**src/rtl/lsu_stage.sv**
```systemverilog
`default_nettype none
// ============================================================================
// Module : lsu_stage
// Load/store stage: one data-memory access per EXU record, then a WBU record.
// Rev    : 1.0  initial release
// ============================================================================
module lsu_stage #(
  parameter int unsigned TIMEOUT = 255
) (
  input  logic        clk,
  input  logic        rst,
  input  logic        in_valid,
  output logic        in_ready,
  input  logic [31:0] in_addr,
  input  logic [31:0] in_wdata,
  input  logic [4:0]  in_rd,
  input  logic [3:0]  in_op,
  output logic        out_valid,
  input  logic        out_ready,
  output logic [31:0] out_data,
  output logic [4:0]  out_rd,
  output logic        out_wen,
  output logic        out_err,
  output logic        mem_req_valid,
  input  logic        mem_req_ready,
  output logic [31:0] mem_req_addr,
  output logic        mem_req_wen,
  output logic [31:0] mem_req_wdata,
  output logic [3:0]  mem_req_wstrb,
  input  logic        mem_resp_valid,
  input  logic [31:0] mem_resp_rdata,
  input  logic        mem_resp_err
);

  localparam logic [1:0] S_IDLE = 2'd0;
  localparam logic [1:0] S_REQ  = 2'd1;
  localparam logic [1:0] S_RESP = 2'd2;
  localparam logic [1:0] S_DONE = 2'd3;

  localparam logic [3:0] OP_NONE = 4'd0;
  localparam logic [3:0] OP_LB   = 4'd1;
  localparam logic [3:0] OP_LH   = 4'd2;
  localparam logic [3:0] OP_LW   = 4'd3;
  localparam logic [3:0] OP_LBU  = 4'd4;
  localparam logic [3:0] OP_LHU  = 4'd5;
  localparam logic [3:0] OP_SB   = 4'd8;
  localparam logic [3:0] OP_SH   = 4'd9;
  localparam logic [3:0] OP_SW   = 4'd10;

  localparam int unsigned CNT_W = (TIMEOUT < 2) ? 1 : $clog2(TIMEOUT + 1);
  localparam logic [CNT_W-1:0] TO_LAST = (TIMEOUT == 0) ? '0 : CNT_W'(TIMEOUT - 1);

  logic [1:0]       r_state;
  logic [1:0]       w_next_state;
  logic [3:0]       r_op;
  logic [1:0]       r_addr_lo;
  logic [4:0]       r_rd;
  logic [CNT_W-1:0] r_cnt;
  logic [31:0]      r_req_addr;
  logic             r_req_wen;
  logic [31:0]      r_req_wdata;
  logic [3:0]       r_req_wstrb;
  logic [31:0]      r_out_data;
  logic             r_out_wen;
  logic             r_out_err;

  logic        w_accept;
  logic        w_in_legal;
  logic        w_in_store;
  logic        w_in_half;
  logic        w_in_word;
  logic        w_in_bad;
  logic        w_in_none;
  logic [3:0]  w_in_strb;
  logic [31:0] w_in_wdata_sh;
  logic        w_timeout;
  logic        w_resp_store;
  logic [7:0]  w_byte;
  logic [15:0] w_half;
  logic [31:0] w_load_data;

  // Input decode: legality, access size and alignment of the offered record.
  always_comb begin
    w_in_legal = 1'b1;
    w_in_store = 1'b0;
    w_in_half  = 1'b0;
    w_in_word  = 1'b0;
    w_in_strb  = 4'b0000;
    case (in_op)
      OP_NONE, OP_LB, OP_LBU: ;
      OP_LH, OP_LHU: w_in_half = 1'b1;
      OP_LW:         w_in_word = 1'b1;
      OP_SB: begin
        w_in_store = 1'b1;
        w_in_strb  = 4'b0001 << in_addr[1:0];
      end
      OP_SH: begin
        w_in_store = 1'b1;
        w_in_half  = 1'b1;
        w_in_strb  = 4'b0011 << in_addr[1:0];
      end
      OP_SW: begin
        w_in_store = 1'b1;
        w_in_word  = 1'b1;
        w_in_strb  = 4'b1111;
      end
      default: w_in_legal = 1'b0;
    endcase
  end

  assign w_accept      = in_valid && (r_state == S_IDLE);
  assign w_in_none     = (in_op == OP_NONE);
  assign w_in_bad      = !w_in_legal || (w_in_half && in_addr[0]) || (w_in_word && (in_addr[1:0] != 2'b00));
  assign w_in_wdata_sh = in_wdata << {in_addr[1:0], 3'b000};

  // Response-side load extraction from the latched op and byte offset.
  assign w_resp_store = (r_op == OP_SB) || (r_op == OP_SH) || (r_op == OP_SW);
  assign w_byte       = mem_resp_rdata[{r_addr_lo, 3'b000} +: 8];
  assign w_half       = r_addr_lo[1] ? mem_resp_rdata[31:16] : mem_resp_rdata[15:0];

  always_comb begin
    case (r_op)
      OP_LB:   w_load_data = {{24{w_byte[7]}}, w_byte};
      OP_LBU:  w_load_data = {24'd0, w_byte};
      OP_LH:   w_load_data = {{16{w_half[15]}}, w_half};
      OP_LHU:  w_load_data = {16'd0, w_half};
      default: w_load_data = mem_resp_rdata;
    endcase
  end

  assign w_timeout = (TIMEOUT != 0) && !mem_resp_valid && (r_cnt == TO_LAST);

  always_ff @(posedge clk) begin
    if (rst) begin
      r_state <= S_IDLE;
    end else begin
      r_state <= w_next_state;
    end
  end

  always_comb begin
    w_next_state = r_state;
    case (r_state)
      S_IDLE: begin
        if (w_accept) begin
          w_next_state = (w_in_none || w_in_bad) ? S_DONE : S_REQ;
        end
      end
      S_REQ: begin
        if (mem_req_ready) begin
          w_next_state = S_RESP;
        end
      end
      S_RESP: begin
        if (mem_resp_valid || w_timeout) begin
          w_next_state = S_DONE;
        end
      end
      S_DONE: begin
        if (out_ready) begin
          w_next_state = S_IDLE;
        end
      end
      default: w_next_state = S_IDLE;
    endcase
  end

  always_comb begin
    in_ready      = (r_state == S_IDLE);
    mem_req_valid = (r_state == S_REQ);
    out_valid     = (r_state == S_DONE);
  end

  always_ff @(posedge clk) begin
    if (rst) begin
      r_op        <= OP_NONE;
      r_addr_lo   <= 2'b00;
      r_rd        <= 5'd0;
      r_cnt       <= '0;
      r_req_addr  <= 32'd0;
      r_req_wen   <= 1'b0;
      r_req_wdata <= 32'd0;
      r_req_wstrb <= 4'b0000;
      r_out_data  <= 32'd0;
      r_out_wen   <= 1'b0;
      r_out_err   <= 1'b0;
    end else begin
      case (r_state)
        S_IDLE: begin
          if (w_accept) begin
            r_op      <= in_op;
            r_addr_lo <= in_addr[1:0];
            r_rd      <= in_rd;
            if (w_in_none) begin
              r_out_data <= in_addr;
              r_out_wen  <= (in_rd != 5'd0);
              r_out_err  <= 1'b0;
            end else if (w_in_bad) begin
              r_out_data <= 32'd0;
              r_out_wen  <= 1'b0;
              r_out_err  <= 1'b1;
            end else begin
              r_req_addr  <= {in_addr[31:2], 2'b00};
              r_req_wen   <= w_in_store;
              r_req_wdata <= w_in_store ? w_in_wdata_sh : 32'd0;
              r_req_wstrb <= w_in_strb;
              r_out_data  <= 32'd0;
              r_out_wen   <= 1'b0;
              r_out_err   <= 1'b0;
            end
          end
        end
        S_REQ: begin
          if (mem_req_ready) begin
            r_cnt <= '0;
          end
        end
        S_RESP: begin
          if (mem_resp_valid) begin
            if (mem_resp_err || w_resp_store) begin
              r_out_data <= 32'd0;
              r_out_wen  <= 1'b0;
              r_out_err  <= mem_resp_err;
            end else begin
              r_out_data <= w_load_data;
              r_out_wen  <= (r_rd != 5'd0);
              r_out_err  <= 1'b0;
            end
          end else if (w_timeout) begin
            r_out_data <= 32'd0;
            r_out_wen  <= 1'b0;
            r_out_err  <= 1'b1;
          end else begin
            r_cnt <= r_cnt + 1'b1;
          end
        end
        default: ;
      endcase
    end
  end

  assign out_data      = r_out_data;
  assign out_rd        = r_rd;
  assign out_wen       = r_out_wen;
  assign out_err       = r_out_err;
  assign mem_req_addr  = r_req_addr;
  assign mem_req_wen   = r_req_wen;
  assign mem_req_wdata = r_req_wdata;
  assign mem_req_wstrb = r_req_wstrb;

endmodule
`default_nettype wire
```
**config.mk**
```make
export PLATFORM = sky130hd
export DESIGN_NAME = lsu_stage
export DESIGN_NICKNAME = d
export VERILOG_FILES = /design/src/rtl/lsu_stage.sv
export SDC_FILE = /design/constraint.sdc
export NUM_CORES = 1
export LEC_CHECK = 0
export ABC_AREA = 1
export ABC_CLOCK_PERIOD_IN_PS = 2500
export CAP_MARGIN = 30
export CORE_ASPECT_RATIO = 0.6
export CORE_MARGIN = 2
export CORE_UTILIZATION = 48
export CTS_BUF_LIST = sky130_fd_sc_hd__clkbuf_4
export DETAILED_ROUTE_END_ITERATION = 12
export GPL_TIMING_DRIVEN = 0
export PLACE_DENSITY = 0.95
export SLEW_MARGIN = 30
export SYNTH_ARGS = -nofsm -noshare
export SYNTH_HDL_FRONTEND = slang
export SYNTH_SLANG_ARGS = --single-unit
```
**constraint.sdc**
```tcl
create_clock -name clk -period 2.5 [get_ports clk]
set_clock_uncertainty 0.1 [all_clocks]
set_input_delay 0.5 -clock clk [delete_from_list [all_inputs] [get_ports clk]]
set_output_delay 0.5 -clock clk [all_outputs]
set_load 0.05 [all_outputs]
```
Word level (Yosys, flattened, before mapping)
Cells that the tools add are included.
{"block": "totals", "mem_bits_ro": 0, "in_bits": 112, "reg_bits": 122, "mem_bits_rw": 0, "output_inout_bits": 111, "latch_bits": 0, "n_memories": 0}
{"block": "op_classes", "shift": 4, "n_addsub": 1, "order_cmp": 0, "div": 0, "bitwise_logic": 2, "n_reduce_logical": 29, "n_eq_ne": 26, "mul": 0, "muxes": 37}
{"cell": "$mux W32", "n": 6}
{"cell": "$pmux W32 S4", "n": 1}
{"cell": "$pmux W32 S2", "n": 1}
{"cell": "$shiftx A32 B6 Y8", "n": 1}
{"cell": "$shl A32 B5 Y32", "n": 1}
{"cell": "$eq A4 B4 Y1 const B", "n": 6}
{"cell": "$mux W8", "n": 3}
{"cell": "$eq A4 B3 Y1 const B", "n": 4}
{"cell": "$mux W16", "n": 1}
{"cell": "$pmux W8 S2", "n": 1}
{"cell": "$mux W1", "n": 15}
{"cell": "$eq A4 B2 Y1 const B", "n": 3}
{"cell": "$pmux W4 S3", "n": 1}
{"cell": "$reduce_and A4 Y1", "n": 3}
{"cell": "$mux W2", "n": 5}
{"cell": "$reduce_bool A5 Y1", "n": 2}
{"cell": "$reduce_or A9 Y1", "n": 1}
{"cell": "$add A8 B1 Y8 const B", "n": 1}
{"cell": "$eq A4 B1 Y1 const B", "n": 2}
{"cell": "$eq A8 B8 Y1 const B", "n": 1}
{"cell": "$pmux W2 S4", "n": 1}
{"cell": "$logic_or A1 B1 Y1", "n": 7}
{"cell": "$ne A2 B1 Y1 const B", "n": 3}
{"cell": "$ne A2 B2 Y1 const B", "n": 3}
{"cell": "16 further kinds", "n": 26}

Longest topological paths before layout
Gate-level depths: netlist of run 1.
{"block": "logic_depth", "ltp_word": 10, "depth_mapped": 12, "mapped_depth_nobuf": 11}

Least setup slack after synthesis of run 1
OpenSTA, ideal clock, no wires.
{"block": "synth_path", "path_kind": "register -> register", "start": "register r_state[0]", "end": "register r_req_addr[10] (netlist: mem_req_addr[10])", "synth_period_minus_slack_ns": 2.124, "path_buffers": 2, "t_required_ns": 2.268, "t_arrival_ns": 1.891, "slack_ns": 0.376, "stages_incl_launch_ff": 10, "cell_sequence": "dfxtp_1 -> inv_1 -> ha_1 -> nand2_1 -> inv_2 -> nand3_2 -> buf_6 -> buf_2 -> nand2_1 -> a21oi_1"}
{"block": "synth_between", "elab_chain_len": 3}
{"item": "start, declared", "line_no": "53", "rtl": "logic [1:0] r_state;"}
{"item": "start signal, assigned", "line_no": "137", "rtl": "r_state <= w_next_state;"}
{"item": "$logic_not A2 Y1 (*)"}
{"item": "named net in_ready", "line_no": "13", "rtl": "output logic in_ready,"}
{"item": "$logic_and A1 B1 Y1", "line_no": "111", "rtl": "assign w_accept = in_valid && (r_state == S_IDLE);"}
{"item": "$reduce_and A4 Y1 (no source line) (*)"}
{"item": "end signal, assigned", "line_no": "203", "rtl": "r_req_addr <= {in_addr[31:2], 2'b00};"}
{"item": "end, declared", "line_no": "59", "rtl": "logic [31:0] r_req_addr;"}
Mark *: on every way through the listed nets, which the timed path passes. The rest lies on a longest branch.
A chain may end at the register's enable or synchronous reset.

Worst setup path in the final report of run 1
{"block": "layout_path", "start": "register r_out_data[17] (netlist: out_data[17])", "end": "output out_data[17]"}
{"item": "start, declared", "line_no": "63", "rtl": "logic [31:0] r_out_data;"}
{"item": "start signal, assigned", "line_no": "195", "rtl": "r_out_data <= in_addr;"}
{"item": "start signal, assigned", "line_no": "225", "rtl": "r_out_data <= w_load_data;"}
{"item": "end, declared", "line_no": "20", "rtl": "output logic [31:0] out_data,"}
No word-level cell between the ends.

==> results.md, run 1 <==
Status:
- The run finished with clean final reports.

Clocking:
- The maximum level of the CTS H-tree is 4.
- The clock tree from TritonCTS is done.
- For this design, the sink count on the clock tree is 122.
- The root cell of the clock tree is clkbuf_4.
- The insertion delay of the later-clocked pin in the worst-skew pair is 0.54 ns.
- Buffers inserted during clock tree synthesis total 17.
- The maximum buffer depth of the clock tree is 2.
- After clock tree synthesis, the clock-pin slew on the worst setup and hold paths is 0.12 ns.

Min path:
- The path category of the worst min-delay check is register to register.

Global route:
- The met3 track demand over resource in global routing is between 10 and 15%.
- The number of global-route vias before repair came to slightly above 8000.
- The first global-routing pass estimated around 45000 um of wire.
- In the global route stage, met2 resource usage came out at 51.3%.
- The global routing stage identified its most utilized layer as met1.
- The number of antenna violations at the first check in global routing is 1.
- The overflow left after global routing is 0.
- The total track usage is 37.3%.
- Entering global routing, the biggest net connects 17 pins.
- The met1 capacity usage during global routing is 53.5%.

Setup path:
- The class of the most critical setup path is register to primary output.
- The largest single stage delay on the critical path is 0.85 ns.
- The number of buffers and inverters on the critical path is 1.
- The cell with the biggest individual delay on the critical path is clkdlybuf4s50_1.
- The worst setup path is launched from a register.
- Walking the worst path, the cells encountered are clkdlybuf4s50_1.
- The critical path capture point type is a primary output.
- The maximum fanout along the worst path is 2.
- The data required time at the worst endpoint is 1.90 ns.
- The critical path's top delay family is buffers and inverters.
- Data on the critical path arrives at its endpoint at 1.81 ns.

Timing:
- Setup repair after global routing left no endpoint under its margin.
- The final critical delay including setup and external delays is 2.41 ns.
- After layout, the worst path uses a little over nine tenths of the clock period.
- The number of setup violations in the final report is 0.
- The worst slew margin relative to its limit is 57.8%.
- The peak clock frequency supported by timing is 416 MHz.
- The final-report hold violation count came to 0.
- The worst hold slack after final layout is 0.370 ns.
- The number of pins with negative max-slew slack in the final report is 0.
- The slew at the pin closest to its max-slew limit is 0.634 ns.

Die:
- The initial utilization of the core area, before any placement, comes to between 40% and 50%.
- The die is 97.0 um tall.
- The floorplan row count is 33.
- The number of I/O pins is approximately 220.
- The core region is 13900 um2.
- The die covers 15400 um2.
- The die is 159 um wide.

Logic synthesis:
- The number of warning messages in the yosys log is 0.
- The commonest cells after synthesis are 304 x nand2_1, 192 x a21oi_1, 122 x dfxtp_1.
- The share of flip-flops with an asynchronous set or reset is 0%.
- The synthesized design contains about 120 register bits.
- The synthesized netlist occupies a cell area of 6920 um2.
- The share of the yosys chip area belonging to registers is 35.3%.
- The number of enable flip-flop cells after synthesis is 0.
- The synthesized netlist contains 30 unique library cells.
- Counting every instance in the synthesized netlist gives ~1100.
- The largest area contributor in the synthesized netlist is dfxtp_1.
- The area fraction of the dominant cell type after synthesis is 35.3%.
- By area the synthesized netlist is led by dfxtp_1 35%, nand2_1 16%, a21oi_1 14%, nand4_1 6.1%, nand3_1 4.6%.
- Each instance of the synthesized netlist takes up on average 6.39 um2.
- In the synthesized netlist the dominant register cell turns out to be dfxtp_1.
- Among all cell types in the netlist, the one instantiated most often is nand2_1.

Drt:
- Before antenna repair, the detailed router went through 6 iterations.
- The final routed DRC violation total is 0.
- The first routing iteration left 1127 violations.
- In the final routed layout, each cell accounts on average for ~19 um.
- In this run the remaining antenna-violating nets after routing total 0.
- The via-per-instance ratio is 5.90.
- The post-detailed-routing wire length is 29200 um.
- The routed layout has around 9000 vias.

Placement:
- Port buffering added 220 buffers.
- Routability-driven placement finished with a final weighted congestion of 1.06.
- Once detailed placement completed, the half-perimeter wirelength came to 23100 um.
- The number of cells after detailed placement is 1497.

Power:
- The maximum ir drop on the vdd rail is 0.890 mV.
- Summed over all cells, the static leakage comes to between 3 and 4 nW.
- The power per unit of standard cell area is 939 nW/um2.
- Total power for the finished layout comes to ~0.0091 W.

Cells and area:
- In the final design database the tool counted 1442 nets.
- For this run, the share of the core covered by cells in the final layout is 69.6%.
- Once layout is complete, the cells apart from fillers number 1530.
- The share of post-route cells with drive strength above 1 is ~5.7%.
- The post-synthesis to final-layout area growth is 39.5%.

Job:
- The count of max-cap constraint violations is 0.
[metal layers]
| metal | vias up | part of all wire, % |
|---|---|---|
| met1 | 4102 | 43 |
| met5 | - | 0 |
| li1 | 4119 | - |
| met2 | 723 | 39 |
| met4 | 0 | 2.5 |
| met3 | 81 | 16 |
[final timing paths]
kind,from,end,slack (ns),cells after the start
max,out_data[17],out_data[17],0.09,1
min,mem_req_addr[10],mem_req_addr[10],0.37,2
max reg2reg,r_state[0],mem_req_wdata[3],0.16,8
min reg2reg,mem_req_addr[10],mem_req_addr[10],0.37,2
[report_power, final]
part / total (W) / switching, W / leakage, nW / internal (W)
Clock: 0.00146 / 0.000850 / 0.142 / 0.000606
Sequential: 0.00259 / 0.000270 / 0.994 / 0.00232
Combinational: 0.00502 / 0.00353 / 2.69 / 0.00150
[placed cells by master (no fill, tap or decap), types with 18 or more instances in the layout]
cell / n
clkbuf_4: 18
dfxtp_1: 122
o21ai_0: 63
nand3_1: 63
nand2_1: 304
buf_2: 18
a21oi_1: 192
inv_1: 69
nand4_1: 67
clkdlybuf4s50_1: 217
o21bai_1: 32
clkbuf_1: 50
nor2_1: 55
[state kept, by name, summed over array words and instances (netlist names)]
name	flops
r_addr_lo	2
out_wen	1
mem_req_wdata	32
r_cnt	8
out_rd	5
r_op	4
out_data	32
mem_req_wen	1
mem_req_wstrb	4
out_err	1
mem_req_addr	30
r_state	2
[metrics by stage]
step                cell area, um2  worst slack [ns]  TNS [ns]
finish                        9660            0.0950         0
global route                  9650           0.00178         0
CTS                           9650            0.0788         0
detailed placement            9370            -0.474    -22.70
global placement              9370            -0.378    -18.09
floorplan                     6930             0.376         0
[logic make-up (layout without fill, tap and decap cells)]
group | count (synthesis) | after routing | synth area share (%)
XOR/XNOR | 1 | 1 | 0.127
flip-flops | 122 | 122 | 35.3
other | 1 | 3 | 0.0542
AO/OA/AOI/OAI | 291 | 291 | 22.3
adder cells (fa/ha/maj) | 6 | 6 | 1.08
AND/OR/NAND/NOR | 503 | 503 | 31.6
buffers and inverters | 160 | 412 | 9.60
[repair_timing]
action | in CTS | in global routing
endpoints found under the hold margin | 0 | 0
hold buffers | 0 | 0
resized for setup | 3 | 8
buffers inserted | 0 | 0
setup endpoints to repair | 3 | 19
[layout make-up]
type / instances / area [um2]
Fill cell: 1245 / 4220
Multi-Input combinational cell: 803 / 3820
Sequential cell: 122 / 2440
Timing Repair Buffer: 220 / 2200
Buffer: 83 / 380
Inverter: 77 / 289
Tap cell: 192 / 240
Clock inverter: 14 / 148
Clock buffer: 18 / 135
Antenna cell: 1 / 2.50
No activity file was read; power rests on OpenSTA's default activity.
==> run 2, diff against run 1 <==
--- a/config.mk
+++ b/config.mk
@@ -19,3 +19,4 @@
 export SYNTH_ARGS = -nofsm -noshare
 export SYNTH_HDL_FRONTEND = slang
 export SYNTH_SLANG_ARGS = --single-unit
+export TNS_END_PERCENT = 30
==> results of run 2 <==
No change in the layout: final DEF, timing and power equal those of run 1.
